==> config.mk <==
export PLATFORM = sky130hd
export DESIGN_NAME = si_tag_serializer
export DESIGN_NICKNAME = d
export VERILOG_FILES = /design/src/rtl/si_tag_serializer.sv
export SDC_FILE = /design/constraint.sdc
export NUM_CORES = 1
export LEC_CHECK = 0
export BUFFER_PORTS_ARGS = -buffer_cell sky130_fd_sc_hd__buf_2
export CAP_MARGIN = 20
export CORE_AREA = 2 2 157 274
export DETAILED_ROUTE_END_ITERATION = 8
export DIE_AREA = 0 0 159 276
export GPL_TIMING_DRIVEN = 1
export PLACE_DENSITY = 0.71
export SKIP_LAST_GASP = 1
export SYNTH_ARGS = -nofsm -noshare
export SYNTH_HDL_FRONTEND = slang
export SYNTH_SLANG_ARGS = --single-unit
==> constraint.sdc <==
create_clock -name clk -period 6.5 [get_ports clk]
set_clock_uncertainty 0.1 [all_clocks]
set_input_delay 0.325 -clock clk [delete_from_list [all_inputs] [get_ports clk]]
set_output_delay 0.325 -clock clk [all_outputs]
set_load 0.005 [all_outputs]
==> src/rtl/si_tag_serializer.sv <==
// si_tag_serializer
// Turns beats of WORD_WIDTH lane-sparse decoded tags into a stream of one
// tag per cycle, lowest lane first, with valid/ready flow control on both
// sides. Also counts delivered tags and flags any backwards step in the
// emitted timestamps (sticky until reset).
// Output fields are muxed purely from registered lane data, so there is no
// combinational path from the s_axis data inputs to the m_axis outputs.

module si_tag_serializer #(
   parameter int WORD_WIDTH = 4,
   parameter int CNT_WIDTH  = 32
) (
   input  logic                      clk,
   input  logic                      rst,
   input  logic                      s_axis_tvalid,
   output logic                      s_axis_tready,
   input  logic [WORD_WIDTH-1:0]     s_axis_tkeep,
   input  logic [5*WORD_WIDTH-1:0]   s_axis_channel,
   input  logic [64*WORD_WIDTH-1:0]  s_axis_tagtime,
   input  logic [WORD_WIDTH-1:0]     s_axis_rising_edge,
   output logic                      m_axis_tvalid,
   input  logic                      m_axis_tready,
   output logic [4:0]                m_axis_channel,
   output logic [63:0]               m_axis_tagtime,
   output logic                      m_axis_rising_edge,
   output logic                      m_axis_tlast,
   output logic [CNT_WIDTH-1:0]      tag_count,
   output logic                      order_error
);

   localparam int CH_W = 5;
   localparam int TM_W = 64;

   // True when exactly one bit of the mask is set.
   function automatic logic is_single(input logic [WORD_WIDTH-1:0] v);
      logic seen;
      logic multi;
      seen  = 1'b0;
      multi = 1'b0;
      for (int i = 0; i < WORD_WIDTH; i++) begin
         if (v[i] && seen) begin
            multi = 1'b1;
         end else if (v[i]) begin
            seen = 1'b1;
         end else begin
            multi = multi;
         end
      end
      return seen & ~multi;
   endfunction

   // Registered state
   logic [WORD_WIDTH-1:0]      pending_q,    pending_d;
   logic [CH_W*WORD_WIDTH-1:0] chan_q,       chan_d;
   logic [TM_W*WORD_WIDTH-1:0] time_q,       time_d;
   logic [WORD_WIDTH-1:0]      edge_q,       edge_d;
   logic                       run_q,        run_d;
   logic [TM_W-1:0]            prev_time_q,  prev_time_d;
   logic                       prev_valid_q, prev_valid_d;
   logic [CNT_WIDTH-1:0]       count_q,      count_d;
   logic                       order_err_q,  order_err_d;

   // Combinational helpers
   logic [WORD_WIDTH-1:0]      sel_mask_s;
   logic [CH_W-1:0]            sel_ch_s;
   logic [TM_W-1:0]            sel_time_s;
   logic                       sel_edge_s;
   logic                       m_valid_s;
   logic                       m_last_s;
   logic                       m_hs_s;
   logic                       s_ready_s;
   logic                       s_hs_s;

   // Pick the lowest pending lane and mux its registered fields out;
   // all fields read zero when nothing is pending.
   always_comb begin
      logic found;
      found      = 1'b0;
      sel_mask_s = '0;
      sel_ch_s   = 5'd0;
      sel_time_s = 64'd0;
      sel_edge_s = 1'b0;
      for (int i = 0; i < WORD_WIDTH; i++) begin
         if (pending_q[i] && !found) begin
            sel_mask_s[i] = 1'b1;
            sel_ch_s      = chan_q[i*CH_W +: CH_W];
            sel_time_s    = time_q[i*TM_W +: TM_W];
            sel_edge_s    = edge_q[i];
            found         = 1'b1;
         end else begin
            sel_mask_s[i] = 1'b0;
         end
      end
   end

   // Handshake qualification. A new beat may enter when the holding
   // registers are empty or their last lane leaves in this same cycle.
   assign m_valid_s = |pending_q;
   assign m_last_s  = is_single(pending_q);
   assign m_hs_s    = m_valid_s & m_axis_tready;
   assign s_ready_s = run_q & (~m_valid_s | (m_hs_s & m_last_s));
   assign s_hs_s    = s_axis_tvalid & s_ready_s;

   // Next-state for the lane holding registers and pending mask.
   always_comb begin
      pending_d = pending_q;
      chan_d    = chan_q;
      time_d    = time_q;
      edge_d    = edge_q;
      if (s_hs_s) begin
         // An accepted beat replaces whatever was pending (at most the
         // lane being delivered in this same cycle).
         pending_d = s_axis_tkeep;
         chan_d    = s_axis_channel;
         time_d    = s_axis_tagtime;
         edge_d    = s_axis_rising_edge;
      end else if (m_hs_s) begin
         pending_d = pending_q & ~sel_mask_s;
      end else begin
         pending_d = pending_q;
      end
   end

   // Next-state for the delivered-tag counter and the ordering monitor.
   always_comb begin
      run_d        = 1'b1;
      count_d      = count_q;
      prev_time_d  = prev_time_q;
      prev_valid_d = prev_valid_q;
      order_err_d  = order_err_q;
      if (m_hs_s) begin
         count_d      = count_q + CNT_WIDTH'(1);
         prev_time_d  = sel_time_s;
         prev_valid_d = 1'b1;
         if (prev_valid_q && (sel_time_s < prev_time_q)) begin
            order_err_d = 1'b1;
         end else begin
            order_err_d = order_err_q;
         end
      end else begin
         count_d = count_q;
      end
   end

   // State registers; reset clears everything so all outputs read zero.
   always_ff @(posedge clk or negedge rst) begin
      if (!rst) begin
         pending_q    <= '0;
         chan_q       <= '0;
         time_q       <= '0;
         edge_q       <= '0;
         run_q        <= 1'b0;
         prev_time_q  <= 64'd0;
         prev_valid_q <= 1'b0;
         count_q      <= '0;
         order_err_q  <= 1'b0;
      end else begin
         pending_q    <= pending_d;
         chan_q       <= chan_d;
         time_q       <= time_d;
         edge_q       <= edge_d;
         run_q        <= run_d;
         prev_time_q  <= prev_time_d;
         prev_valid_q <= prev_valid_d;
         count_q      <= count_d;
         order_err_q  <= order_err_d;
      end
   end

   assign s_axis_tready      = s_ready_s;
   assign m_axis_tvalid      = m_valid_s;
   assign m_axis_channel     = sel_ch_s;
   assign m_axis_tagtime     = sel_time_s;
   assign m_axis_rising_edge = sel_edge_s;
   assign m_axis_tlast       = m_last_s;
   assign tag_count          = count_q;
   assign order_error        = order_err_q;

endmodule

==> results of run 1 <==
-- layout make-up --
type / count / area share (%)
clock inverters: 14 / 0.733
repair buffers: 689 / 19.8
multi-input cells: 967 / 32.7
clock buffers: 55 / 4.62
flip-flops and latches: 383 / 38.2
inverters: 69 / 1.03
well taps: 555 / 2.77
diodes: 9 / 0.0897
-- repair_timing --
item	CTS	global route
setup buffers	0	0
hold buffers	285	0
hold endpoints to repair	398	0
setup endpoints to repair	0	0
-- report_power, final --
group	leakage [nW]	internal, mW	total (mW)	switching [mW]
combinational	6.75	2.70	5.21	2.51
clock	0.651	1.40	2.36	0.960
sequential	4.61	3.48	4.29	0.805
-- synth_stat cells (3+ instances only) --
library cell and n:
a211oi_1 7, nand3_1 20, nor2_1 156, o211ai_1 5, inv_1 68, and3_1 5
a21oi_1 85, buf_2 31, a21o_1 5, clkbuf_1 42, a32o_1 4, nor2b_1 3
o21ai_0 13, xor2_1 6, ha_1 64, dfrtp_1 383, nor4_1 3, buf_1 6
nor3_1 4, mux2_4 90, nand4_1 22, nand2_1 92, buf_6 10, xnor2_1 26
a221o_1 69, nand3b_1 3, mux2_2 254, a211o_1 3, o21a_1 3
-- kinds of logic after synthesis --
logic type      after synthesis
flops                       383
buf+inv                     158
simple gates                319
compound gates              206
fa+ha+maj                    65
xor+xnor                     32
mux                         344
other cells                   1
-- registers in the layout (all words and copies together), names as in the netlist --
signal,count
edge_q,4
order_error,1
tag_count,32
pending_q,4
prev_valid_q,1
time_q,256
prev_time_q,64
run_q,1
chan_q,20
-- cell usage in the layout (no fill, tap or decap), drive strengths merged, types with 26 or more instances in the layout --
| cell type | Yosys | final |
|---|---|---|
| mux2 | 344 | 344 |
| buf | 47 | 404 |
| xnor2 | 26 | 26 |
| dlygate4sd3 | 0 | 285 |
| clkbuf | 42 | 55 |
| a21oi | 85 | 85 |
| inv | 69 | 69 |
| a221o | 69 | 69 |
| nand2 | 92 | 92 |
| ha | 64 | 64 |
| dfrtp | 383 | 383 |
| nor2 | 157 | 157 |
-- per-layer routing --
layer | track usage [%] | vias up | part of all wire (%)
li1 | - | 6626 | -
met1 | 26.8 | 7359 | 36
met2 | 45.2 | 580 | 52
met3 | 4.11 | 218 | 4.7
met4 | 16.8 | 0 | 7.4
met5 | 0 | - | 0
-- through the flow --
| step | area, sq um | std cells | util [%] | setup slack (ns) | total power [mW] |
|---|---|---|---|---|---|
| finish | 25100 | 2741 | 60.3 | 2.57 | 11.9 |
| global route | 25100 | 2741 | 60.3 | 2.27 | 12.6 |
| CTS | 25100 | 2732 | 60.3 | 2.50 | 11.8 |
| detailed placement | 20900 | 2378 | 50.2 | 2.56 | 9.25 |
| global placement | 20900 | 2378 | 50.2 | 2.53 | 9.03 |
| floorplan | 18500 | 1508 | - | 3.56 | 7.58 |
-- worst reg2reg max path: cells and delay by family, from the launching register on --
kind / cells / cell delay, ns
compound gates: 5 / 1.36
fa+ha+maj: 1 / 0.31
flops: 1 / 1.12
simple gates: 2 / 0.21
buf+inv: 1 / 0.74
-- worst max path at each step --
stage	to	startpoint	depth (start not counted)	slack [ns]
after detailed placement	order_error$_DFFE_PN0P_	pending_q[0]$_DFFE_PN0P_	9	2.56
after global placement	order_error$_DFFE_PN0P_	pending_q[0]$_DFFE_PN0P_	9	2.53
after floorplan	order_error$_DFFE_PN0P_	pending_q[1]$_DFFE_PN0P_	11	3.56
final	order_error$_DFFE_PN0P_	pending_q[0]$_DFFE_PN0P_	9	2.57
after CTS	order_error$_DFFE_PN0P_	pending_q[0]$_DFFE_PN0P_	9	2.50
after global routing	order_error$_DFFE_PN0P_	pending_q[0]$_DFFE_PN0P_	9	2.27
==> flow_summary.ini, run 1 <==
[setup_path]
crit_chain = buf_4 > nor2_1 > a221o_1 > ha_1 > a211oi_1 > nor2_1 > o41ai_1 > a31oi_1 > a211oi_1
max_stage_delay_ns = 1.12
worstPathRequired_ns = 6.84
arrival_ns = 4.27
critPathCaptureType = flop
crit_type = reg2reg
r2r_end = order_error$_DFFE_PN0P_
ff2ff_path_depth = 9
start_kind = flop
crit_buf_inv = 1
cpLargestDelayFamily = compound AO/OA/AOI/OAI gates
r2r_slack_ns = 2.57
r2r-start = pending_q[0]$_DFFE_PN0P_
cp_slowest_cell = dfrtp_4
cp_max_fo = 89

[floorplanning]
rows = 99
io_pins = 394
core-area_sq_um = 41600
die-area_sq_um = 43900
fp.dieW_microns = 159
initial_core_util_pct = 44.4
die_h_microns = 276

[flow_run]
drv_cap = 0

[synthesis]
synthCells = 1508
synthAdderAreaFrac_pct = 4.40
async_flop_share_pct = 100
synth_flop_cell = dfrtp_1
synth_nets = 1860
synth_xor_area_share_pct = 1.52
syn_area_per_cell_sq_um = 12.3
synth-warning-count = 0
synth_compound_area_share_pct = 8.13
yosysSeqAreaShare_pct = 51.9
synth_area_leader_cell = dfrtp_1
synth-edff-count = 0
synth_mux_area_share_pct = 22.8
synth_top_family_by_area = multiplexers
synthTopCellsByArea = dfrtp_1 52%, mux2_2 15%, mux2_4 7.3%
synth-simple-area-share_pct = 7.44
synth_top_area_share_pct = 51.9
ys_types = 50
synth_area_sq_um = 18500
ys_ff_latch = 383

[hold_path]
hold_end = pending_q[0]$_DFFE_PN0P_
min-delay-start = m_axis_tready
min_path_type = in2reg
hold_depth = 3

[routing]
vias_per_cell = 5.39
drc = 0
routed_wl_microns = 55900
dr.pass1.iters = 5
dr_total_vias = 14783
drt_iter0_drc = 927
final_antenna_net_count = 0
post_drt_wl_per_cell_microns = 20.4

[sta]
setup_viol = 0
fin_crit_ns = 3.93
finalCritPeriodShare_pct = 60.5
fmax_mhz = 254
fin_setup_tns_ns = 0
rsz0062_at_grt = no
slew_headroom_pct = 28.4
final-max-slew-violation-count = 0
hold_ws_ns = 0.0457
worstMarginPinSlew_ns = 1.07
hold_violations = 0

[pwr]
max-vdd-ir-drop_mv = 0.316
power.density_nw_per_um2 = 473
p_leak_nw = 12.0

[clock_network]
cts.htree.levels = 2
cts_made_buffers = 38
clk_pin_slew_ns = 0.07
ctsRootBufferMaster = clkbuf_16
clockBufferDepth = 3
cts_tree = done
cts_resized = 0
cts.sinks = 383
worstSkewPairLatency_ns = 0.53

[global_routing]
grt_pass1_wl_microns = 88100
grt_max_degree = 147
antenna_found_initial = 9
grt_pass1_vias = 16608
grt.total_usage_pct = 25.1
overflow = 0

[run_status]
run_status = finished, final reports clean

[final_layout]
seq_area_sq_um = 9600
layout-drive-gt1-share_pct = 37.8
multiInputGateArea_sq_um = 8210
area_growth_pct = 35.9
n_fill_cell = 3144
fin_nets = 2500

[placement]
hpwl_microns = 34300
portBuffers = 393
gp_congestion = 0.832
No activity file was read; power rests on OpenSTA's default activity.
==> run 2: changes to the inputs <==
--- a/config.mk
+++ b/config.mk
@@ -11,7 +11,7 @@
 export DETAILED_ROUTE_END_ITERATION = 8
 export DIE_AREA = 0 0 159 276
 export GPL_TIMING_DRIVEN = 1
-export PLACE_DENSITY = 0.71
+export PLACE_DENSITY = 0.74
 export SKIP_LAST_GASP = 1
 export SYNTH_ARGS = -nofsm -noshare
 export SYNTH_HDL_FRONTEND = slang
==> constraint.sdc (replaced) <==
create_clock -name clk -period 3.5 [get_ports clk]
set_clock_uncertainty 0.1 [all_clocks]
set_input_delay 0.175 -clock clk [delete_from_list [all_inputs] [get_ports clk]]
set_output_delay 0.175 -clock clk [all_outputs]
set_load 0.005 [all_outputs]
==> run 2 against run 1 <==
Effect of this change:
- sequential cell count unchanged
- count of clock-buffer cells in the layout up 2
- combinational power is 96% higher
- clock power is 83% higher
- sequential share of layout area is 0.38 points lower
- maximum frequency grew 24%
- power is 88% higher
- via count increased by 2.7%
- highest routed layer unchanged
==> flow_summary.ini, run 2 (synthesized netlist as in run 1, its figures left out) <==
[run_status]
run_status = finished, final reports clean

[final_layout]
n_fill_cell = 3102
final_common_cell = buf_2
layout-drive-gt1-share_pct = 38.1
final_cell_mix = 392 x buf_2, 380 x dfrtp_1, 289 x dlygate4sd3_1, 254 x mux2_2, 156 x nor2_1
seq_area_sq_um = 9590
multiInputGateArea_sq_um = 8210
top_register = time_q
instances_no_fill = 2760
largest_register_ffs = 256
area_growth_pct = 37.2
fin_nets = 2522
fin_util_pct = 60.9

[floorplanning]
rows = 99
initial_core_util_pct = 44.4
io_pins = 394
die-area_sq_um = 43900
die_h_microns = 276
core-area_sq_um = 41600
fp.dieW_microns = 159

[setup_path]
critPathCaptureType = flop
start_kind = flop
worstPathRequired_ns = 3.85
crit_type = reg2reg
arrival_ns = 3.53
cp_max_fo = 71

[clock_network]
cts_made_buffers = 39
worstSkewPairLatency_ns = 0.54
cts_resized = 0
cts_hold_buffers = 289
cts_tree = done
cts.sinks = 383
postCtsSetupBuffers = 0
clk_pin_slew_ns = 0.06
cts.htree.levels = 2
ctsRootBufferMaster = clkbuf_16
clockBufferDepth = 3

[placement]
gp_congestion = 0.843
portBuffers = 393
hpwl_microns = 35600
dp_cells = 2395

[flow_run]
drv_cap = 0

[routing]
vias_per_cell = 5.50
drt_iter0_drc = 1111
drc = 0
post_drt_wl_per_cell_microns = 21.3
routed_wl_microns = 58700
final_antenna_net_count = 0
dr_total_vias = 15178
dr.pass1.iters = 5

[sta]
slew_headroom_pct = 55.2
final-max-slew-violation-count = 0
worstMarginPinSlew_ns = 0.664
rsz0062_at_grt = no
fin_setup_tns_ns = 0
setup_viol = 0
finalCritPeriodShare_pct = 91.0
fmax_mhz = 314
fin_crit_ns = 3.18
hold_violations = 0

[global_routing]
grt_pass1_wl_microns = 91700
grt_pass1_vias = 16644
grt.busiest_layer = met2
antenna_found_initial = 8
use_met3_pct = 4.55
grt_max_degree = 96
grtUsageMet2_pct = 47.7
grt_util_met1_pct = 27.7
grt.total_usage_pct = 26.3
overflow = 0

[pwr]
p_leak_nw = 12.2
max-vdd-ir-drop_mv = 0.539
power.density_nw_per_um2 = 878

[hold_path]
min_path_type = in2async
-- run 2: per-layer routing --
metal	vias up	routed length [microns]	part of all wire [%]
li1	6677	-	-
met5	-	0	0
met3	272	3090	5.3
met4	0	4430	7.5
met1	7541	20800	35
met2	688	30300	52
-- run 2: metrics by stage --
step / hold WS [ns] / cell area [sq um] / power (mW) / worst slack, ns
2_1_floorplan: -0.221 / 18500 / 14.1 / 0.555
3_3_place_gp: 0.0986 / 21100 / 16.9 / 0.310
3_5_place_dp: 0.0987 / 21100 / 17.4 / 0.265
4_1_cts: 0.112 / 25300 / 22.0 / 0.228
5_1_grt: 0.163 / 25300 / 23.6 / 0.0633
6_report: 0.110 / 25300 / 22.3 / 0.317
-- run 2: path summary, 6_finish.rpt --
check                                     startpoint                         to  slack (ns)  depth (start not counted)
max                         pending_q[0]$_DFFE_PN0P_    order_error$_DFFE_PN0P_        0.32                         10
min reg2reg                tag_count[31]$_DFFE_PN0P_  tag_count[31]$_DFFE_PN0P_        0.37                          1
max reg2reg                 pending_q[0]$_DFFE_PN0P_    order_error$_DFFE_PN0P_        0.32                         10
min                                              rst      time_q[8]$_DFFE_PN0P_        0.11                          2
min in group clk                       m_axis_tready   tag_count[0]$_DFFE_PN0P_        0.14                          4
max in group asynchronous                        rst  tag_count[28]$_DFFE_PN0P_        2.26                          3
-- run 2: area by class of cell --
class,count,area share (%)
Timing Repair Buffer,710,20.8
Inverter,69,1.02
Sequential cell,383,37.8
Tap cell,555,2.74
Clock inverter,11,0.582
Antenna cell,8,0.0790
Multi-Input combinational cell,967,32.4
Clock buffer,57,4.56
-- run 2: report_power, final --
group / internal (mW) / total (mW) / leakage [nW] / switching, mW
sequential: 6.47 / 7.77 / 4.61 / 1.29
combinational: 5.15 / 10.2 / 6.90 / 5.02
clock: 2.51 / 4.33 / 0.641 / 1.81
-- run 2: worst max-delay path, stage by stage, from the launching register on --
cell and delay, ns:
dfrtp_4 0.52, nor4b_4 0.33, buf_12 0.39, a221o_1 0.28
ha_1 0.26, a21o_1 0.18, a21o_1 0.17, a21oi_1 0.15
o21ai_0 0.11, a211o_1 0.32, a211oi_1 0.21
==> run 3: changes to the inputs <==
--- a/config.mk
+++ b/config.mk
@@ -8,10 +8,11 @@
 export BUFFER_PORTS_ARGS = -buffer_cell sky130_fd_sc_hd__buf_2
 export CAP_MARGIN = 20
 export CORE_AREA = 2 2 157 274
+export CTS_BUF_LIST = sky130_fd_sc_hd__clkbuf_4 sky130_fd_sc_hd__clkbuf_8
 export DETAILED_ROUTE_END_ITERATION = 8
 export DIE_AREA = 0 0 159 276
 export GPL_TIMING_DRIVEN = 1
-export PLACE_DENSITY = 0.74
+export PLACE_DENSITY = 0.72
 export SKIP_LAST_GASP = 1
 export SYNTH_ARGS = -nofsm -noshare
 export SYNTH_HDL_FRONTEND = slang
==> run 3 against run 2 <==
Effect of this change:
- cell count up 1.6%
- cell area rose by 0.25%
- register-to-register slack barely moved
- sequential power hardly changed
- global-route usage fell by 0.52 points
- critical path depth rose by 2
- hold slack got worse by 0.020 ns
- largest power group unchanged
- highest routed layer unchanged
==> flow_summary.ini, run 3 (synthesized netlist as in run 1, its figures left out) <==
[routing]
post_drt_wl_per_cell_microns = 20.3
vias_per_cell = 5.42
dr.pass1.iters = 5
dr_total_vias = 15211
final_antenna_net_count = 0
routed_wl_microns = 57000
drt_iter0_drc = 960
drc = 0

[global_routing]
grt.total_usage_pct = 25.8
antenna_found_initial = 9
grt_max_degree = 119
grt_pass1_wl_microns = 90600
overflow = 0
grt_pass1_vias = 16814

[pwr]
power_mw = 22.0
max-vdd-ir-drop_mv = 0.503
p_sw_mw = 8.04
p_leak_nw = 12.2
p_clk_share_pct = 18.8
share_comb_of_total_power_pct = 46.0
p_int_mw = 14.0
power.density_nw_per_um2 = 866
swShare_pct = 36.5
pwr-share-seq_pct = 35.2

[clock_network]
cts.sinks = 383
cts_tree = done
clockBufferDepth = 3
cts_resized = 0
cts_made_buffers = 57
worstSkewPairLatency_ns = 0.63
clk_pin_slew_ns = 0.07
cts.htree.levels = 2
ctsRootBufferMaster = clkbuf_8

[setup_path]
crit_type = reg2reg
max_stage_delay_ns = 0.48
critPathCaptureType = flop
worstPathRequired_ns = 3.91
cp_slowest_cell = dfrtp_4
crit_chain = buf_4 > nor2_1 > a21oi_1 > nor2_1 > a221o_1 > ha_1 > nand4_1 > nor4_1 > buf_4 > o211ai_1 > a31oi_1 > a211oi_1
cp_max_fo = 30
arrival_ns = 3.60
start_kind = flop

[placement]
post_dp_cell_area_sq_um = 21200
dpl_worst_slack_ns = 0.256
gp_congestion = 0.874
portBuffers = 393
dp_cells = 2404
hpwl_microns = 35800

[floorplanning]
fp.dieW_microns = 159
rows = 99
die-area_sq_um = 43900
io_pins = 394
core-area_sq_um = 41600
initial_core_util_pct = 44.4
die_h_microns = 276

[final_layout]
instances_no_fill = 2805
layout-drive-gt1-share_pct = 39.6
seq_area_sq_um = 9600
multiInputGateArea_sq_um = 8210
final_cell_mix = 392 x buf_2, 380 x dfrtp_1, 290 x dlygate4sd3_1, 254 x mux2_2, 156 x nor2_1
fin_area_sq_um = 25400
fin_nets = 2550
area_growth_pct = 37.5
fin_util_pct = 61.1
final_common_cell = buf_2
largest_register_ffs = 256
top_register = time_q
n_fill_cell = 3105

[hold_path]
min_path_type = in2async

[sta]
fin_setup_tns_ns = 0
setup_viol = 0
finalCritPeriodShare_pct = 91.0
rsz0062_at_grt = no
final-max-slew-violation-count = 0
slew_headroom_pct = 33.2
hold_violations = 0
fin_crit_ns = 3.18
fin_ws_ns = 0.316
hold_ws_ns = 0.0903
worstMarginPinSlew_ns = 1.00
fmax_mhz = 314

[run_status]
run_status = finished, final reports clean

[flow_run]
drv_cap = 0
==> run 3: final cells by class <==
| type | instances | share of cell area, % |
|---|---|---|
| antenna | 10 | 0.0985 |
| clock buffer | 88 | 4.42 |
| clock inverter | 13 | 0.665 |
| inverter | 69 | 1.02 |
| multi-input combinational | 967 | 32.3 |
| sequential | 383 | 37.8 |
| tap | 555 | 2.73 |
| timing repair buffer | 720 | 21.0 |
==> run 3: worst paths after layout <==
kind	from	to	slack [ns]	cells after the start
worst max-delay path	pending_q[1]$_DFFE_PN0P_	order_error$_DFFE_PN0P_	0.32	12
worst min-delay path	rst	time_q[255]$_DFFE_PN0P_	0.09	2
worst max register to register	pending_q[1]$_DFFE_PN0P_	order_error$_DFFE_PN0P_	0.32	12
worst min register to register	tag_count[8]$_DFFE_PN0P_	tag_count[8]$_DFFE_PN0P_	0.39	1
max in group asynchronous	rst	time_q[167]$_DFFE_PN0P_	2.16	3
min in group clk	s_axis_tagtime[188]	time_q[188]$_DFFE_PN0P_	0.20	3
==> run 3: per-layer routing <==
layer,share of wire [%],global-route usage (%),up-vias,routed length (microns)
met1,36,27.4,7523,20300
met5,0,0,-,0
li1,-,-,6747,-
met4,7.2,17.8,0,4100
met2,51,45.8,689,29300
met3,5.7,5.25,252,3250
==> run 3: critical path: cells and delay by family, from the launching register on <==
family	cells	cell delay, ns
AO/OA/AOI/OAI	5	0.88
adder cells (fa/ha/maj)	1	0.34
buffers and inverters	2	0.54
flip-flops	1	0.48
AND/OR/NAND/NOR	4	0.72
==> run 3: what timing repair did <==
action,in CTS,in global routing
setup buffers,0,0
hold buffers,290,0
hold endpoints to repair,393,0
==> run 3: power by group through the flow <==
stage | logic, mW | clock network, mW | registers, mW
6_report | 10.1 | 4.14 | 7.74
5_1_grt | 11.1 | 4.43 | 7.94
4_1_cts | 10.0 | 4.21 | 7.63
3_5_place_dp | 9.66 | 0 | 7.71
3_3_place_gp | 9.41 | 0 | 7.59
2_1_floorplan | 6.81 | 0 | 7.27
